**src/rtl/miniled_scan_ctrl.sv**
```systemverilog
// Mini-LED scan controller: fetches grey words, shifts them to cascaded drivers, latches, then drives one row's GCLK burst. Build option: MINILED_AMBIENT_SCALE_EN.
// Latency: 1 cycle from accepted light_refresh to FETCH; 2 FETCH cycles per word (3 with ambient scaling), DCLK_DIV cycles per bit.
// Backpressure: none; refreshes during a frame merge into one pending request served after the frame completes.
module miniled_scan_ctrl #(
    parameter int SCANS       = 4,
    parameter int CHANNELS    = 16,
    parameter int GRAY_W      = 16,
    parameter int DCLK_DIV    = 4,
    parameter int GCLK_PULSES = 256
) (
    input  logic                                  I_clk,
    input  logic                                  I_rst_n,
    input  logic                                  light_refresh,
    output logic [$clog2(SCANS*CHANNELS)-1:0]     light_index,
    input  logic [GRAY_W-1:0]                     light,
    input  logic [7:0]                            amb_gain,
    output logic                                  LE,
    output logic                                  DCLK,
    output logic                                  SDI,
    output logic                                  GCLK,
    output logic [SCANS-1:0]                      scan,
    output logic                                  frame_busy
);
    localparam int IDX_W  = $clog2(SCANS*CHANNELS);
    localparam int ROW_W  = (SCANS > 1) ? $clog2(SCANS) : 1;
    localparam int WORD_W = (CHANNELS > 1) ? $clog2(CHANNELS) : 1;
    localparam int BIT_W  = $clog2(GRAY_W);
    localparam int PH_W   = $clog2(DCLK_DIV);
    localparam int CNT_W  = $clog2(2*GCLK_PULSES + DCLK_DIV + 4);

    typedef enum logic [2:0] {IDLE, FETCH, SHIFT, LATCH, DISPLAY, DEAD} state_t;

    state_t              state;
    logic [ROW_W-1:0]    row;
    logic [WORD_W-1:0]   word;
    logic [BIT_W-1:0]    bitc;
    logic [PH_W-1:0]     ph;
    logic [CNT_W-1:0]    cnt;
    logic                pending;
    logic [GRAY_W-1:0]   sreg;
    logic [GRAY_W-1:0]   word_in;
    logic                accept;
    logic [1:0]          rst_sync;
    logic                rst_n;

    // Reset asserts asynchronously but releases two clock edges later.
    always_ff @(posedge I_clk or negedge I_rst_n) begin
        if (!I_rst_n) rst_sync <= 2'b00;
        else          rst_sync <= {rst_sync[0], 1'b1};
    end
    assign rst_n  = rst_sync[1];
    assign accept = (state == IDLE) && (light_refresh || pending);

`ifdef MINILED_AMBIENT_SCALE_EN
    localparam int FETCH_LAST = 2;
    logic [7:0]        gain_q;
    logic [GRAY_W-1:0] scaled_q;

    // light*(gain+1) never exceeds GRAY_W+8 bits, so >>8 then truncation loses nothing above.
    always_ff @(posedge I_clk or negedge rst_n) begin
        if (!rst_n) begin
            gain_q   <= '0;
            scaled_q <= '0;
        end else begin
            if (accept) gain_q <= amb_gain;
            if (state == FETCH && cnt == CNT_W'(1))
                scaled_q <= GRAY_W'((64'(light) * (64'(gain_q) + 64'd1)) >> 8);
        end
    end
    assign word_in = scaled_q;
`else
    localparam int FETCH_LAST = 1;
    logic unused_amb;
    assign unused_amb = ^amb_gain;
    assign word_in    = light;
`endif

    always_ff @(posedge I_clk or negedge rst_n) begin
        if (!rst_n) begin
            state       <= IDLE;
            row         <= '0;
            word        <= '0;
            bitc        <= '0;
            ph          <= '0;
            cnt         <= '0;
            pending     <= 1'b0;
            sreg        <= '0;
            light_index <= '0;
            LE          <= 1'b0;
            DCLK        <= 1'b0;
            SDI         <= 1'b0;
            GCLK        <= 1'b0;
            scan        <= '0;
            frame_busy  <= 1'b0;
        end else begin
            if (light_refresh && frame_busy) pending <= 1'b1;
            case (state)
                IDLE: begin
                    if (accept) begin
                        pending     <= 1'b0;
                        frame_busy  <= 1'b1;
                        row         <= '0;
                        word        <= '0;
                        cnt         <= '0;
                        light_index <= '0;
                        state       <= FETCH;
                    end
                end
                FETCH: begin
                    if (cnt == CNT_W'(FETCH_LAST)) begin
                        cnt   <= '0;
                        ph    <= '0;
                        bitc  <= '0;
                        sreg  <= word_in;
                        SDI   <= word_in[GRAY_W-1];
                        DCLK  <= 1'b0;
                        state <= SHIFT;
                    end else begin
                        cnt <= cnt + CNT_W'(1);
                    end
                end
                SHIFT: begin
                    if (ph == PH_W'(DCLK_DIV-1)) begin
                        ph   <= '0;
                        DCLK <= 1'b0;
                        if (bitc == BIT_W'(GRAY_W-1)) begin
                            bitc <= '0;
                            cnt  <= '0;
                            if (word == WORD_W'(CHANNELS-1)) begin
                                LE    <= 1'b1;
                                state <= LATCH;
                            end else begin
                                word        <= word + WORD_W'(1);
                                light_index <= light_index + IDX_W'(1);
                                state       <= FETCH;
                            end
                        end else begin
                            // Next bit appears on the same edge DCLK falls.
                            bitc <= bitc + BIT_W'(1);
                            sreg <= sreg << 1;
                            SDI  <= sreg[GRAY_W-2];
                        end
                    end else begin
                        ph   <= ph + PH_W'(1);
                        DCLK <= (ph + PH_W'(1) >= PH_W'(DCLK_DIV/2));
                    end
                end
                LATCH: begin
                    if (cnt == CNT_W'(DCLK_DIV-1)) begin
                        LE    <= 1'b0;
                        cnt   <= '0;
                        GCLK  <= 1'b0;
                        scan  <= SCANS'(1) << row;
                        state <= DISPLAY;
                    end else begin
                        cnt <= cnt + CNT_W'(1);
                    end
                end
                DISPLAY: begin
                    if (cnt == CNT_W'(2*GCLK_PULSES-1)) begin
                        GCLK  <= 1'b0;
                        scan  <= '0;
                        cnt   <= '0;
                        state <= DEAD;
                    end else begin
                        GCLK <= ~GCLK;
                        cnt  <= cnt + CNT_W'(1);
                    end
                end
                DEAD: begin
                    if (cnt == CNT_W'(DCLK_DIV-1)) begin
                        cnt <= '0;
                        if (row == ROW_W'(SCANS-1)) begin
                            row         <= '0;
                            light_index <= '0;
                            frame_busy  <= 1'b0;
                            state       <= IDLE;
                        end else begin
                            // Buffer is row-major, so the next row starts at the next index.
                            row         <= row + ROW_W'(1);
                            word        <= '0;
                            light_index <= light_index + IDX_W'(1);
                            state       <= FETCH;
                        end
                    end else begin
                        cnt <= cnt + CNT_W'(1);
                    end
                end
                default: state <= IDLE;
            endcase
        end
    end
endmodule
```
**config.mk**
```make
export PLATFORM = sky130hd
export DESIGN_NAME = miniled_scan_ctrl
export DESIGN_NICKNAME = d
export VERILOG_FILES = /design/src/rtl/miniled_scan_ctrl.sv
export SDC_FILE = /design/constraint.sdc
export NUM_CORES = 1
export LEC_CHECK = 0
export BUFFER_PORTS_ARGS = -buffer_cell sky130_fd_sc_hd__buf_2
export CORE_MARGIN = 1.5
export CORE_UTILIZATION = 57
export CTS_CLUSTER_DIAMETER = 200
export DETAILED_ROUTE_END_ITERATION = 10
export HOLD_SLACK_MARGIN = 0.15
export PLACE_DENSITY_LB_ADDON = 0.2
export SLEW_MARGIN = 20
export SYNTH_ARGS = -nofsm -noshare
export SYNTH_HDL_FRONTEND = slang
export SYNTH_SLANG_ARGS = --single-unit
```
**constraint.sdc**
```tcl
create_clock -name I_clk -period 1.9 [get_ports I_clk]
set_input_delay 0.19 -clock I_clk [delete_from_list [all_inputs] [get_ports I_clk]]
set_output_delay 0.19 -clock I_clk [all_outputs]
set_load 0.01 [all_outputs]
```
* Yosys cells after proc, flatten, opt, wreduce, memory -nomap -nowiden
Cells that the tools add are included.
Storage, ports and cells: flip-flop bits (word level) 58, input port bits 27, logic and storage cells 142
Cells by class: add/subtract/negate cells 6, order comparisons 1, equal/unequal tests 24, shift operators 1, mux-type cells 70, bitwise logic cells 1, reduce and logical (&&, ||, !) cells 23
Operators with widths (number):
- 2-to-1 mux 10 bit | 6
- one-hot mux 10 bit (5 select lines) | 1
- 2-to-1 mux 15 bit | 3
- 2-to-1 mux 4 bit | 11
- 2-to-1 mux 6 bit | 6
- one-hot mux 15 bit (2 select lines) | 1
- != test 2 bit, second input constant | 12
- 2-to-1 mux 3 bit | 7
- one-hot mux 3 bit (6 select lines) | 1
- one-hot mux 6 bit (3 select lines) | 1
- 2-to-1 mux 1 bit | 17
- one-hot mux 4 bit (2 select lines) | 2
- AND reduction 7 bit | 2
- 2-to-1 mux 2 bit | 6
- one-hot mux 4 bit (3 select lines) | 1
- AND reduction 4 bit | 3
- adder 10 x 1 -> 10 bit, second input constant | 1
- equality test 10 x 1 -> 1 bit, second input constant | 1
- equality test 10 x 2 -> 1 bit, second input constant | 1
- equality test 10 x 9 -> 1 bit, second input constant | 1
- one-hot mux 1 bit (2 select lines) | 5
- AND reduction 3 bit | 3
- adder 4 x 1 -> 4 bit, second input constant | 2
- equality test 4 bit, second input constant | 2
- other kinds (20) | 30

* Longest topological paths before layout
Gate-level depths: netlist of run 1.
depth after elaboration 5, depth in mapped cells 8

* Worst setup path after synthesis of run 1
No wires, ideal clock.
kind reg2reg, start register, netlist name DCLK, end register light_index[5], library setup time 0.083 ns, arrival 2.192 ns, data required time 1.817 ns, path slack -0.375 ns, cell stages (with the launch flop) 9, path buffers 2, period minus slack after synthesis 2.275 ns, cells stage by stage dfrtp_1 ha_1 clkbuf_1 nand4_1 or3_1 o211a_1 buf_6 or4_1 o21ai_0
RTL lines:
- to (signal assigned) | RTL line 134 | light_index <= light_index + IDX_W'(1);
- to (signal assigned) | RTL line 182 | light_index <= light_index + IDX_W'(1);
- to (decl) | RTL line 14 | output logic [$clog2(SCANS*CHANNELS)-1:0] light_index,

* Worst setup path in the final report of run 1
start register state[1], end register cnt[7]
On the way: longest elaborated chain between the ends 4, elaborated cells between the ends (all ways) 14, those cells by class eq/ne: 8; mux: 1; reduce/logical: 5
RTL lines:
- from (decl) | RTL line 33 | state_t state;
- from (signal assigned) | RTL line 80 | state <= IDLE;
- from (signal assigned) | RTL line 106 | state <= FETCH;
- from (signal assigned) | RTL line 117 | state <= SHIFT;
- equality test 3 bit (tied with other cells) | RTL line 97 | case (state)
- OR reduction 2 bit (no line) / logical AND 1 bit (equally long branches)
- nonzero test 5 bit (no line) / != test 2 bit (equally long branches)
- AND reduction 4 bit (no line)
- to (signal assigned) | RTL line 119 | cnt <= cnt + CNT_W'(1);
- to (signal assigned) | RTL line 156 | cnt <= cnt + CNT_W'(1);
- to (signal assigned) | RTL line 167 | cnt <= cnt + CNT_W'(1);
- to (decl) | RTL line 38 | logic [CNT_W-1:0] cnt;
Several ways; a longest one is shown, not always the timed one. A chain may end at the register's enable or synchronous reset.

==> metrics.yaml, run 1 <==
detailed_routing:
  avgRoutedWirePerCell_um: 16.73
  viasPerCell: 6.006
  dr.first_iter.drc_count: 223
  detailroute.via_count: 2865
  drtPass1Iterations: 5
  route.detailed.drc: 0
  final_antenna_net_count: 0
  wl_mm: 7.978
cts:
  cts_buf_count: 9
  cts-root-buf: "clkbuf_8"
  clock_tree.htree_level_count: 3
  cts_tree: "built"
  clock_sink_count: 57
  clk_transition_reported_paths_ps: 70
  cts.path.max_buffers: 2
  clock_insertion_delay_worst_skew_ps: 340
power:
  worst_ir_drop_vdd_mv: 0.6369
  power_per_cell_area_nw_per_um2: 627.7
  power_frac_comb_pct: 3.4
  power.internal_mw: 1.972
  switching_share_pct: 21.67
  seq_power_share_pct: 48.4
  pwr-share-clk_pct: 48.2
  p_leak_nw: 1.821
  switching_power_mw: 0.5456
critical_path:
  worstPathMaxFanout: 14
  worst_r2r_path_depth: 7
  critPathLaunch: "state[1]$_DFFE_PN0P_"
  kind_of_start_point_of_the_critical_path: "flop"
  timing.rr.start: "state[1]$_DFFE_PN0P_"
  timing.rr.end: "cnt[7]$_DFFE_PN0P_"
  setup.reg_to_reg.worst_slack_ps: -130
  arrival_ps: 2250
  critical_path_required_ps: 2120
  worst_setup_path_end_kind: "flop"
  worstSetupPathType: "flop to flop"
floorplanning:
  die_width_um: 74.16
  chipHeight_um: 74.16
  fp_rows: 25
  die-area_um2: 5500
  ioPinCount: 42
  initial_core_util_pct: 60.31
  core_um2: 4786
sta:
  period_needed_ps: 2034
  finalHoldViolations: 0
  final_max_slew_viol_count: 0
  clock-skew-final_ps: 11.99
  fmax_mhz: 491.6
  post-route-worst-setup-slack_ps: -134.2
  report.final.setup_viol: 8
  fin_setup_tns_ps: -571.3
  rsz_0062_raised_after_global_routing: "yes"
  final.period_utilization_pct: 107.1
global_routing:
  grt_first_pass_wirelength_mm: 11.92
  grt_start_max_net_pins: 56
  track_usage_pct: 28.74
  initial_antenna_violation_count: 0
  grt.overflow.total: 0
  grt_pass1_vias: 2654
synthesis:
  avgSynthCellArea_um2: 9.135
  synth.cells.most_frequent: "dfrtp_1, nand2_1, nor2_1"
  number_of_flops_mapped_to_enable_cells_by_yosys: 0
  ys_top_cells_by_area: "dfrtp_1, nand2_1, ha_1"
  synth.mux.area_fraction_pct: 2.124
  synth_warnings: 0
  yosys.cell_types.count: 41
  main_combinational_cell_family_by_area_after_synthesis: "simple AND/OR/NAND/NOR gates"
  mappedNetlistNets: 353
  mappedNetlistArea_um2: 2887
  syn_inst: 316
  async_reset_ff_share_pct: 100.0
  yosys.area_share.xor_xnor_pct: 0.3034
  cell_with_the_most_instances_after_synthesis: "dfrtp_1"
  synthSimpleGateAreaFrac_pct: 21.15
  yosys_register_bits: 57
  synth_top_area_share_pct: 49.41
  synthesized_area_fraction_occupied_by_ao_oa_aoi_and_oai_cells_pct: 18.42
  synth_top_area_cell: "dfrtp_1"
  synth_fa_ha_area_share_pct: 4.335
  seq_area_frac_synth_pct: 49.41
  synth-main-ff-cell: "dfrtp_1"
finish:
  multi_input_comb_area_um2: 1529
  finalInstanceArea_um2: 4011
  fillers: 264
  syn2layout_area_growth_pct: 38.97
  final_core_util_pct: 83.82
  layout.cells.non_filler: 477
  sequential_cell_area_um2: 1430
  num_antenna_cells: 0
  final_nets: 442
  final_layout_size_suffix_gt1_share_pct: 31.46
placement:
  buffer_ports.inserted: 33
  placedInstanceArea_um2: 3366
  number_of_instances_in_the_placed_design: 432
  dp_worst_setup_slack_ps: -108.6
  dp_hpwl_mm: 4.300
  place.gp.congestion: 0.8241
outcome:
  violations: "setup timing"
  status: "finished with violations"
run:
  timing.max_cap.violations: 0
hold_path:
  hold_removal_path_class: "input pin to asynchronous set/reset pin"
cells by family (layout without fill, tap and decap cells):
| kind of cell | count (synthesis) | count (layout) |
|---|---|---|
| simple gates | 132 | 132 |
| flops | 57 | 57 |
| other cells | 1 | 1 |
| compound gates | 82 | 82 |
| fa+ha+maj | 10 | 10 |
| mux | 6 | 6 |
| buf+inv | 27 | 121 |
| xor+xnor | 1 | 1 |
layer usage:
metal / global-route usage, % / up-vias / share of wire, %
met2: 45.83 / 116 / 49
met3: 8.130 / 27 / 5.8
li1: - / 1311 / -
met1: 37.57 / 1411 / 43
met5: 0 / - / 0
met4: 10.49 / 0 / 2.3
how the worst max path moves through the flow:
stage                                       to  slack (ps)  depth (start not counted)
global placement            cnt[5]$_DFFE_PN0P_          -4                          7
finish                      cnt[7]$_DFFE_PN0P_        -130                          7
detailed placement          cnt[7]$_DFFE_PN0P_        -110                          7
global route                cnt[7]$_DFFE_PN0P_        -170                          7
floorplan           light_index[5]$_DFFE_PN0P_        -200                          8
CTS                         cnt[5]$_DFFE_PN0P_         -60                          7
power by group through the flow:
| stage | combinational [mW] | sequential [mW] | clock, mW |
|---|---|---|---|
| after floorplan | 0.00718 | 1.26 | 0 |
| after global placement | 0.0560 | 1.24 | 0 |
| after detailed placement | 0.0563 | 1.24 | 0 |
| after CTS | 0.0851 | 1.22 | 1.22 |
| after global routing | 0.0958 | 1.22 | 1.29 |
| final | 0.0862 | 1.22 | 1.21 |
per-stage QoR:
stage,power [mW],hold WS (ps)
detailed placement,1.298,-23.97
CTS,2.524,156.0
floorplan,1.265,-105.6
global route,2.601,173.0
global placement,1.297,-24.05
finish,2.518,160.5
cell usage in the layout (no fill, tap or decap), drive strengths merged, types with 2 or more instances in the layout:
| master | n |
|---|---|
| a21o | 6 |
| a21oi | 6 |
| a22o | 6 |
| a31oi | 19 |
| a41oi | 2 |
| and3 | 6 |
| buf | 76 |
| clkbuf | 12 |
| clkinvlp | 2 |
| dfrtp | 57 |
| dlygate4sd3 | 18 |
| ha | 10 |
| inv | 11 |
| mux2i | 5 |
| nand2 | 52 |
| nand2b | 5 |
| nand3 | 13 |
| nand4 | 5 |
| nor2 | 29 |
| nor2b | 3 |
| nor3 | 6 |
| nor3b | 5 |
| nor4 | 2 |
| o21ai | 23 |
| o22ai | 4 |
| o31ai | 8 |
| or3 | 2 |
| or4 | 2 |
flip-flops by register name, summed over array words and instances, names as in the netlist:
register and count:
DCLK 1, GCLK 1, LE 1, SDI 1, bitc 4, cnt 10
frame_busy 1, light_index 6, pending 1, ph 1, row 2, rst_sync 2
scan 4, sreg 15, state 3, word 4
repair_timing:
action,in CTS,in global routing
pin swaps,6,12
endpoints found under the setup margin,8,42
endpoints found under the hold margin,19,0
gates resized for setup,9,37
hold buffers,18,0
gates cloned,0,1
setup buffers,9,2
layout make-up:
type	count	area share, %
Tap cell	67	2.090
Clock buffer	12	4.117
Multi-Input combinational cell	232	38.12
Sequential cell	57	35.65
Clock inverter	4	1.248
Timing Repair Buffer	94	17.75
Inverter	11	1.029
critical path, cell delays in order (launching register included):
cell	delay [ps]
dfrtp_1	370
buf_4	220
nand2b_1	390
nor2_2	140
a211oi_4	340
buf_6	180
o21ai_2	50
a22o_1	220
No activity file was read; power rests on OpenSTA's default activity.
==> inputs of run 2 (changes only) <==
--- a/config.mk
+++ b/config.mk
@@ -6,8 +6,10 @@
 export NUM_CORES = 1
 export LEC_CHECK = 0
 export BUFFER_PORTS_ARGS = -buffer_cell sky130_fd_sc_hd__buf_2
+export CELL_PAD_IN_SITES_DETAIL_PLACEMENT = 2
+export CELL_PAD_IN_SITES_GLOBAL_PLACEMENT = 2
 export CORE_MARGIN = 1.5
-export CORE_UTILIZATION = 57
+export CORE_UTILIZATION = 35
 export CTS_CLUSTER_DIAMETER = 200
 export DETAILED_ROUTE_END_ITERATION = 10
 export HOLD_SLACK_MARGIN = 0.15
==> metrics.yaml, run 2 <==
outcome:
  status: "aborted with a tool error"
  last-stage-reached: "global routing"
  error_message: "[ERROR DPL-0033] detailed placement checks failed during check placement."
synthesis:
  synthesized_area_fraction_occupied_by_ao_oa_aoi_and_oai_cells_pct: 18.42
  synthSimpleGateAreaFrac_pct: 21.15
  syn_inst: 316
  ys_top_cells_by_area: "dfrtp_1, nand2_1, ha_1"
  yosys.cell_types.count: 41
  synth-main-ff-cell: "dfrtp_1"
  synth_warnings: 0
  synth_top_area_cell: "dfrtp_1"
  cell_with_the_most_instances_after_synthesis: "dfrtp_1"
  yosys.area_share.xor_xnor_pct: 0.3034
  mappedNetlistArea_um2: 2887
  seq_area_frac_synth_pct: 49.41
  avgSynthCellArea_um2: 9.135
  number_of_flops_mapped_to_enable_cells_by_yosys: 0
  async_reset_ff_share_pct: 100.0
  synth_fa_ha_area_share_pct: 4.335
  synth.mux.area_fraction_pct: 2.124
  synth_top_area_share_pct: 49.41
  synth.cells.most_frequent: "dfrtp_1, nand2_1, nor2_1"
  yosys_register_bits: 57
  mappedNetlistNets: 353
  main_combinational_cell_family_by_area_after_synthesis: "simple AND/OR/NAND/NOR gates"
floorplanning:
  fp_rows: 32
  ioPinCount: 42
  initial_core_util_pct: 36.78
  die_width_um: 93.82
  chipHeight_um: 93.82
placement:
  dp_hpwl_mm: 6.236
  buffer_ports.inserted: 33
  place.gp.congestion: 0.7786
cts:
  cts_buf_count: 9
  cts.path.max_buffers: 2
  cts-root-buf: "clkbuf_8"
  clock_tree.htree_level_count: 3
  clock_sink_count: 57
sta:
  timing.repair.worst_endpoint_type: "register input"
  grt_worst_setup_endpoint: "cnt[7]$_DFFE_PN0P_/D"
global_routing:
  initial_antenna_violation_count: 0
  grt_start_max_net_pins: 33
[run 2: cell counts after synthesis]
Identical to the previous run, type by type.
[run 2: metrics by stage]
step           setup TNS [ps]  cells  area [µm²]  worst slack, ps
2_1_floorplan           -1153    316        2930           -198.0
3_3_place_gp           -62.64    477        3485           -21.60
3_5_place_dp           -906.9    477        3485           -116.1
4_1_cts                -851.9    520        4000           -101.6
[run 2: repair_timing]
| action | 4_1_cts |
|---|---|
| resized for setup | 8 |
| gates cloned | 1 |
| hold endpoints to repair | 19 |
| endpoints found under the setup margin | 26 |
| buffers inserted | 7 |
| hold buffers | 19 |
| pin swaps | 8 |
[run 2: logic make-up after synthesis]
logic type	Yosys count
and+or+nand+nor	132
AOI/OAI and AO/OA	82
DFF	57
buffers and inverters	27
adders and majority gates	10
muxes	6
other	1
xor gates and xnor gates	1
==> inputs of run 3 (changes only) <==
==> config.mk (replaced) <==
export PLATFORM = sky130hd
export DESIGN_NAME = miniled_scan_ctrl
export DESIGN_NICKNAME = d
export VERILOG_FILES = /design/src/rtl/miniled_scan_ctrl.sv
export SDC_FILE = /design/constraint.sdc
export NUM_CORES = 1
export LEC_CHECK = 0
export BUFFER_PORTS_ARGS = -buffer_cell sky130_fd_sc_hd__buf_2
export CORE_MARGIN = 1.5
export CORE_UTILIZATION = 40
export DETAILED_ROUTE_END_ITERATION = 10
export PLACE_DENSITY_LB_ADDON = 0.15
export SLEW_MARGIN = 20
export SYNTH_ARGS = -nofsm -noshare
export SYNTH_HDL_FRONTEND = slang
export SYNTH_SLANG_ARGS = --single-unit
==> metrics.yaml, run 3 (same netlist as run 1, synthesis figures left out) <==
placement:
  dp_worst_setup_slack_ps: -60.91
  number_of_instances_in_the_placed_design: 466
  place.gp.congestion: 0.8336
  buffer_ports.inserted: 33
  dp_hpwl_mm: 4.542
finish:
  layout.cells.most_common_list: "dfrtp_1, nand2_1, buf_4, buf_2, nor2_1"
  multi_input_comb_area_um2: 1501
  num_antenna_cells: 0
  layout.cells.non_filler: 488
  max_reg_flops: 15
  syn2layout_area_growth_pct: 32.55
  sequential_cell_area_um2: 1428
  layout_commonest_cell: "dfrtp_1"
  final_nets: 424
  registers.top_by_ff_count: "sreg"
  biggestRegsByFlops: "sreg (15), cnt (10), light_index (6)"
  fillers: 616
  final_core_util_pct: 55.70
  final_layout_size_suffix_gt1_share_pct: 30.10
critical_path:
  critical_path_required_ps: 2170
  worst_setup_path_end_kind: "flop"
  worstPathMaxFanout: 4
  arrival_ps: 2180
  worstSetupPathType: "flop to flop"
  kind_of_start_point_of_the_critical_path: "flop"
sta:
  timing_worst_slew_pin_value_ps: 538.1
  rsz_0062_raised_after_global_routing: "yes"
  clock-skew-final_ps: 6.922
  relSlewSlack_pct: 64.13
  fin_setup_tns_ps: -19.31
  post-route-worst-setup-slack_ps: -10.77
  fmax_mhz: 523.4
  period_needed_ps: 1911
  final_max_slew_viol_count: 0
  finalHoldViolations: 0
  report.final.setup_viol: 2
  final.period_utilization_pct: 100.6
run:
  timing.max_cap.violations: 0
cts:
  cts-root-buf: "clkbuf_8"
  cts.path.max_buffers: 2
  clock_insertion_delay_worst_skew_ps: 340
  cts_tree: "built"
  clk_transition_reported_paths_ps: 70
  clock_tree.htree_level_count: 3
  cts_buf_count: 9
  clock_sink_count: 57
detailed_routing:
  detailroute.via_count: 2539
  viasPerCell: 5.203
  final_antenna_net_count: 0
  dr.first_iter.drc_count: 103
  drtPass1Iterations: 4
  route.detailed.drc: 0
  avgRoutedWirePerCell_um: 14.20
  wl_mm: 6.928
power:
  power_frac_comb_pct: 1.8
  seq_power_share_pct: 47.5
  p_leak_nw: 1.755
  worst_ir_drop_vdd_mv: 0.3172
  pwr-share-clk_pct: 50.7
  power.internal_mw: 2.043
  switching_power_mw: 0.5426
  power_per_cell_area_nw_per_um2: 675.7
  switching_share_pct: 20.99
global_routing:
  initial_antenna_violation_count: 0
  grt.overflow.total: 0
  grt_start_max_net_pins: 33
  track_usage_pct: 18.37
  grt_pass1_vias: 2367
  grt_first_pass_wirelength_mm: 10.92
floorplanning:
  die-area_um2: 7735
  core_um2: 6869
  die_width_um: 87.95
  fp_rows: 30
  initial_core_util_pct: 42.02
  ioPinCount: 42
  chipHeight_um: 87.95
outcome:
  status: "finished with violations"
  violations: "setup timing"
hold_path:
  hold_removal_path_class: "input pin to flop"
==> run 3: worst paths after layout <==
path                                            start                    endpoint  slack [ps]  cells after the start
max in group asynchronous       rst_sync[1]$_DFF_PN0_         word[1]$_DFFE_PN0P_         990                      1
worst min-delay path                         light[0]         sreg[0]$_DFFE_PN0P_          70                      3
worst max register to register     cnt[6]$_DFFE_PN0P_  light_index[5]$_DFFE_PN0P_         -10                      6
worst min register to register  rst_sync[1]$_DFF_PN0_         sreg[7]$_DFFE_PN0P_         250                      0
worst max-delay path               cnt[6]$_DFFE_PN0P_  light_index[5]$_DFFE_PN0P_         -10                      6
min in group asynchronous                     I_rst_n       rst_sync[1]$_DFF_PN0_         160                      2
==> run 3: area by class of cell <==
cell class              count  area share, %
flip-flops and latches     57          37.31
clock inverters             5          2.027
clock buffers              11          3.957
well taps                  96          3.139
inverters                  11          1.079
repair buffers             76          13.24
multi-input cells         232          39.24
==> run 3: power groups by stage <==
stage | clock [mW] | sequential [mW] | combinational (mW)
global placement | 0 | 1.25 | 0.0458
floorplan | 0 | 1.26 | 0.00718
CTS | 1.33 | 1.23 | 0.0481
detailed placement | 0 | 1.25 | 0.0460
finish | 1.31 | 1.23 | 0.0463
global route | 1.40 | 1.23 | 0.0531
==> run 3: critical path, cell delays in order (launching register included) <==
cell,delay (ps)
dfrtp_1,410
nor4_2,300
buf_4,170
nand4_1,180
o211a_4,310
or4_1,390
o21ai_1,80
==> run 3: stage by stage <==
step | power (mW) | instance area (µm²) | hold slack, ps
3_3_place_gp | 1.297 | 3427 | -21.06
5_1_grt | 2.686 | 3826 | 75.47
4_1_cts | 2.610 | 3731 | 68.49
3_5_place_dp | 1.297 | 3427 | -20.47
6_report | 2.585 | 3826 | 72.82
2_1_floorplan | 1.265 | 2930 | -105.6
==> run 3: repair_timing <==
action,CTS,global route
pin swaps,7,5
cloned,1,0
gates resized for setup,8,23
setup endpoints to repair,14,34
endpoints found under the hold margin,2,0
hold buffers,1,0
buffers inserted,3,1
==> run 3: metal layers <==
metal  up-vias  routed length [µm]  global-route usage [%]
met5         -                   0                       0
li1       1267                   -                       -
met1      1208                3385                   25.25
met3         8                 247                   4.524
met2        56                3206                   28.04
met4         0                  88                   6.926
==> inputs of run 4 (changes only) <==
--- a/config.mk
+++ b/config.mk
@@ -7,7 +7,7 @@
 export LEC_CHECK = 0
 export BUFFER_PORTS_ARGS = -buffer_cell sky130_fd_sc_hd__buf_2
 export CORE_MARGIN = 1.5
-export CORE_UTILIZATION = 40
+export CORE_UTILIZATION = 45
 export DETAILED_ROUTE_END_ITERATION = 10
 export PLACE_DENSITY_LB_ADDON = 0.15
 export SLEW_MARGIN = 20
==> metrics.yaml, run 4 (same netlist as run 1, synthesis figures left out) <==
finish:
  registers.top_by_ff_count: "sreg"
  max_reg_flops: 15
  layout_commonest_cell: "dfrtp_1"
  num_antenna_cells: 0
  fillers: 497
  finalInstanceArea_um2: 3877
  syn2layout_area_growth_pct: 34.33
  layout.cells.most_common_list: "dfrtp_1, nand2_1, buf_4, buf_2, nor2_1"
  biggestRegsByFlops: "sreg (15), cnt (10), light_index (6)"
  final_layout_size_suffix_gt1_share_pct: 31.23
  layout.cells.non_filler: 472
  final_nets: 429
  final_core_util_pct: 63.98
sta:
  fin_setup_tns_ps: -171.5
  report.final.setup_viol: 9
  period_needed_ps: 1948
  fmax_mhz: 513.4
  final.period_utilization_pct: 102.5
  finalHoldViolations: 0
  post-route-worst-setup-slack_ps: -47.76
  clock-skew-final_ps: 8.935
  timing_worst_slew_pin_value_ps: 530.4
  worst_hold_slack_ps: 90.36
  relSlewSlack_pct: 64.64
  rsz_0062_raised_after_global_routing: "yes"
  final_max_slew_viol_count: 0
critical_path:
  crit_path_max_incr_delay_ps: 520
  worst_r2r_path_depth: 6
  arrival_ps: 2180
  critPathTopFamily: "simple AND/OR/NAND/NOR gates"
  worstPathMaxFanout: 6
  critical_path_required_ps: 2130
  worstSetupPathType: "flop to flop"
  setup.reg_to_reg.worst_slack_ps: -50
  timing.rr.start: "cnt[5]$_DFFE_PN0P_"
  critPathLaunch: "cnt[5]$_DFFE_PN0P_"
  critical_path_depth: 6
  cp_slowest_cell: "or4_4"
  crit_path_cell_trace: "nand2_1 -> or4_4 -> a211oi_4 -> buf_6 -> o21ai_2 -> a22o_1"
  timing.critical_path.buf_inv: 1
  timing.rr.end: "cnt[3]$_DFFE_PN0P_"
  kind_of_start_point_of_the_critical_path: "flop"
  worst_setup_path_end_kind: "flop"
detailed_routing:
  wl_mm: 6.707
  drtPass1Iterations: 4
  route.detailed.drc: 0
  detailroute.via_count: 2580
  dr.first_iter.drc_count: 199
  avgRoutedWirePerCell_um: 14.21
  viasPerCell: 5.466
  final_antenna_net_count: 0
run:
  timing.max_cap.violations: 0
hold_path:
  worst_hold_startpoint: "light[7]"
  worst_hold_path.num_cells: 3
  hold_end: "sreg[7]$_DFFE_PN0P_"
  hold_removal_path_class: "input pin to flop"
global_routing:
  track_usage_pct: 19.79
  grt_pass1_vias: 2365
  initial_antenna_violation_count: 0
  grt_start_max_net_pins: 34
  grt.overflow.total: 0
  grt_first_pass_wirelength_mm: 10.94
power:
  fin_total_pwr_mw: 2.584
  seq_power_share_pct: 47.5
  power.internal_mw: 2.044
  switching_share_pct: 20.92
  worst_ir_drop_vdd_mv: 0.4377
  pwr-share-clk_pct: 50.7
  switching_power_mw: 0.5407
  p_leak_nw: 1.780
  power_per_cell_area_nw_per_um2: 666.5
  power_frac_comb_pct: 1.8
cts:
  cts_buf_count: 9
  clock_sink_count: 57
  clock_tree.htree_level_count: 3
  clk_transition_reported_paths_ps: 70
  clock_insertion_delay_worst_skew_ps: 340
  cts-root-buf: "clkbuf_8"
  cts_tree: "built"
  cts.path.max_buffers: 2
outcome:
  violations: "setup timing"
  status: "finished with violations"
floorplanning:
  die_width_um: 83.09
  chipHeight_um: 83.09
  initial_core_util_pct: 47.63
  core_um2: 6061
  die-area_um2: 6904
  fp_rows: 28
  ioPinCount: 42
placement:
  dp_worst_setup_slack_ps: -49.45
  number_of_instances_in_the_placed_design: 442
  buffer_ports.inserted: 33
  dp_hpwl_mm: 4.398
  place.gp.congestion: 0.8607
  placedInstanceArea_um2: 3391
run 4: cell types whose count changed in the layout (fill, tap and decap cells not counted), moves of 2 or more:
cell / previous run / this run
nor4_2: 2 / 0
nand2b_1: 3 / 5
o21ai_2: 2 / 5
buf_4: 40 / 42
o31ai_2: 3 / 1
o21ai_1: 11 / 8
run 4: cell type report:
cell class / instances / area, µm² / share of cell area, %
repair buffers: 81 / 578.1 / 14.91
flip-flops and latches: 57 / 1429 / 36.85
clock inverters: 5 / 77.57 / 2.001
clock buffers: 11 / 151.4 / 3.904
well taps: 75 / 93.84 / 2.420
multi-input cells: 232 / 1506 / 38.85
inverters: 11 / 41.29 / 1.065
run 4: repair_timing:
item	in CTS	in global routing
setup endpoints to repair	11	33
setup buffers	8	3
hold endpoints to repair	2	0
resized for setup	12	23
pin swaps	7	11
hold buffers	1	0
gates cloned	1	1
run 4: layer usage:
| layer | share of wire (%) | vias to the layer above | global-route usage [%] |
|---|---|---|---|
| li1 | - | 1289 | - |
| met5 | 0 | - | 0 |
| met1 | 46 | 1239 | 26.51 |
| met2 | 48 | 43 | 30.82 |
| met4 | 1.2 | 0 | 8.636 |
| met3 | 4.2 | 9 | 4.573 |
run 4: worst min-delay path, cell delays in order:
cell and delay (ps):
buf_2 90, nand2_1 40, a31oi_1 70
run 4: how the worst max path moves through the flow:
| stage | end | slack, ps |
|---|---|---|
| after global routing | cnt[3]$_DFFE_PN0P_ | -140 |
| after detailed placement | cnt[7]$_DFFE_PN0P_ | -50 |
| after global placement | cnt[7]$_DFFE_PN0P_ | 0.8 |
| final | cnt[3]$_DFFE_PN0P_ | -50 |
| after floorplan | light_index[5]$_DFFE_PN0P_ | -200 |
| after CTS | light_index[5]$_DFFE_PN0P_ | -10 |
run 4: power groups by stage:
stage          clock (mW)  combinational [mW]  sequential [mW]
2_1_floorplan           0             0.00718             1.26
4_1_cts              1.33              0.0487             1.23
3_5_place_dp            0              0.0471             1.25
5_1_grt              1.39              0.0557             1.23
3_3_place_gp            0              0.0472             1.25
6_report             1.31              0.0471             1.23
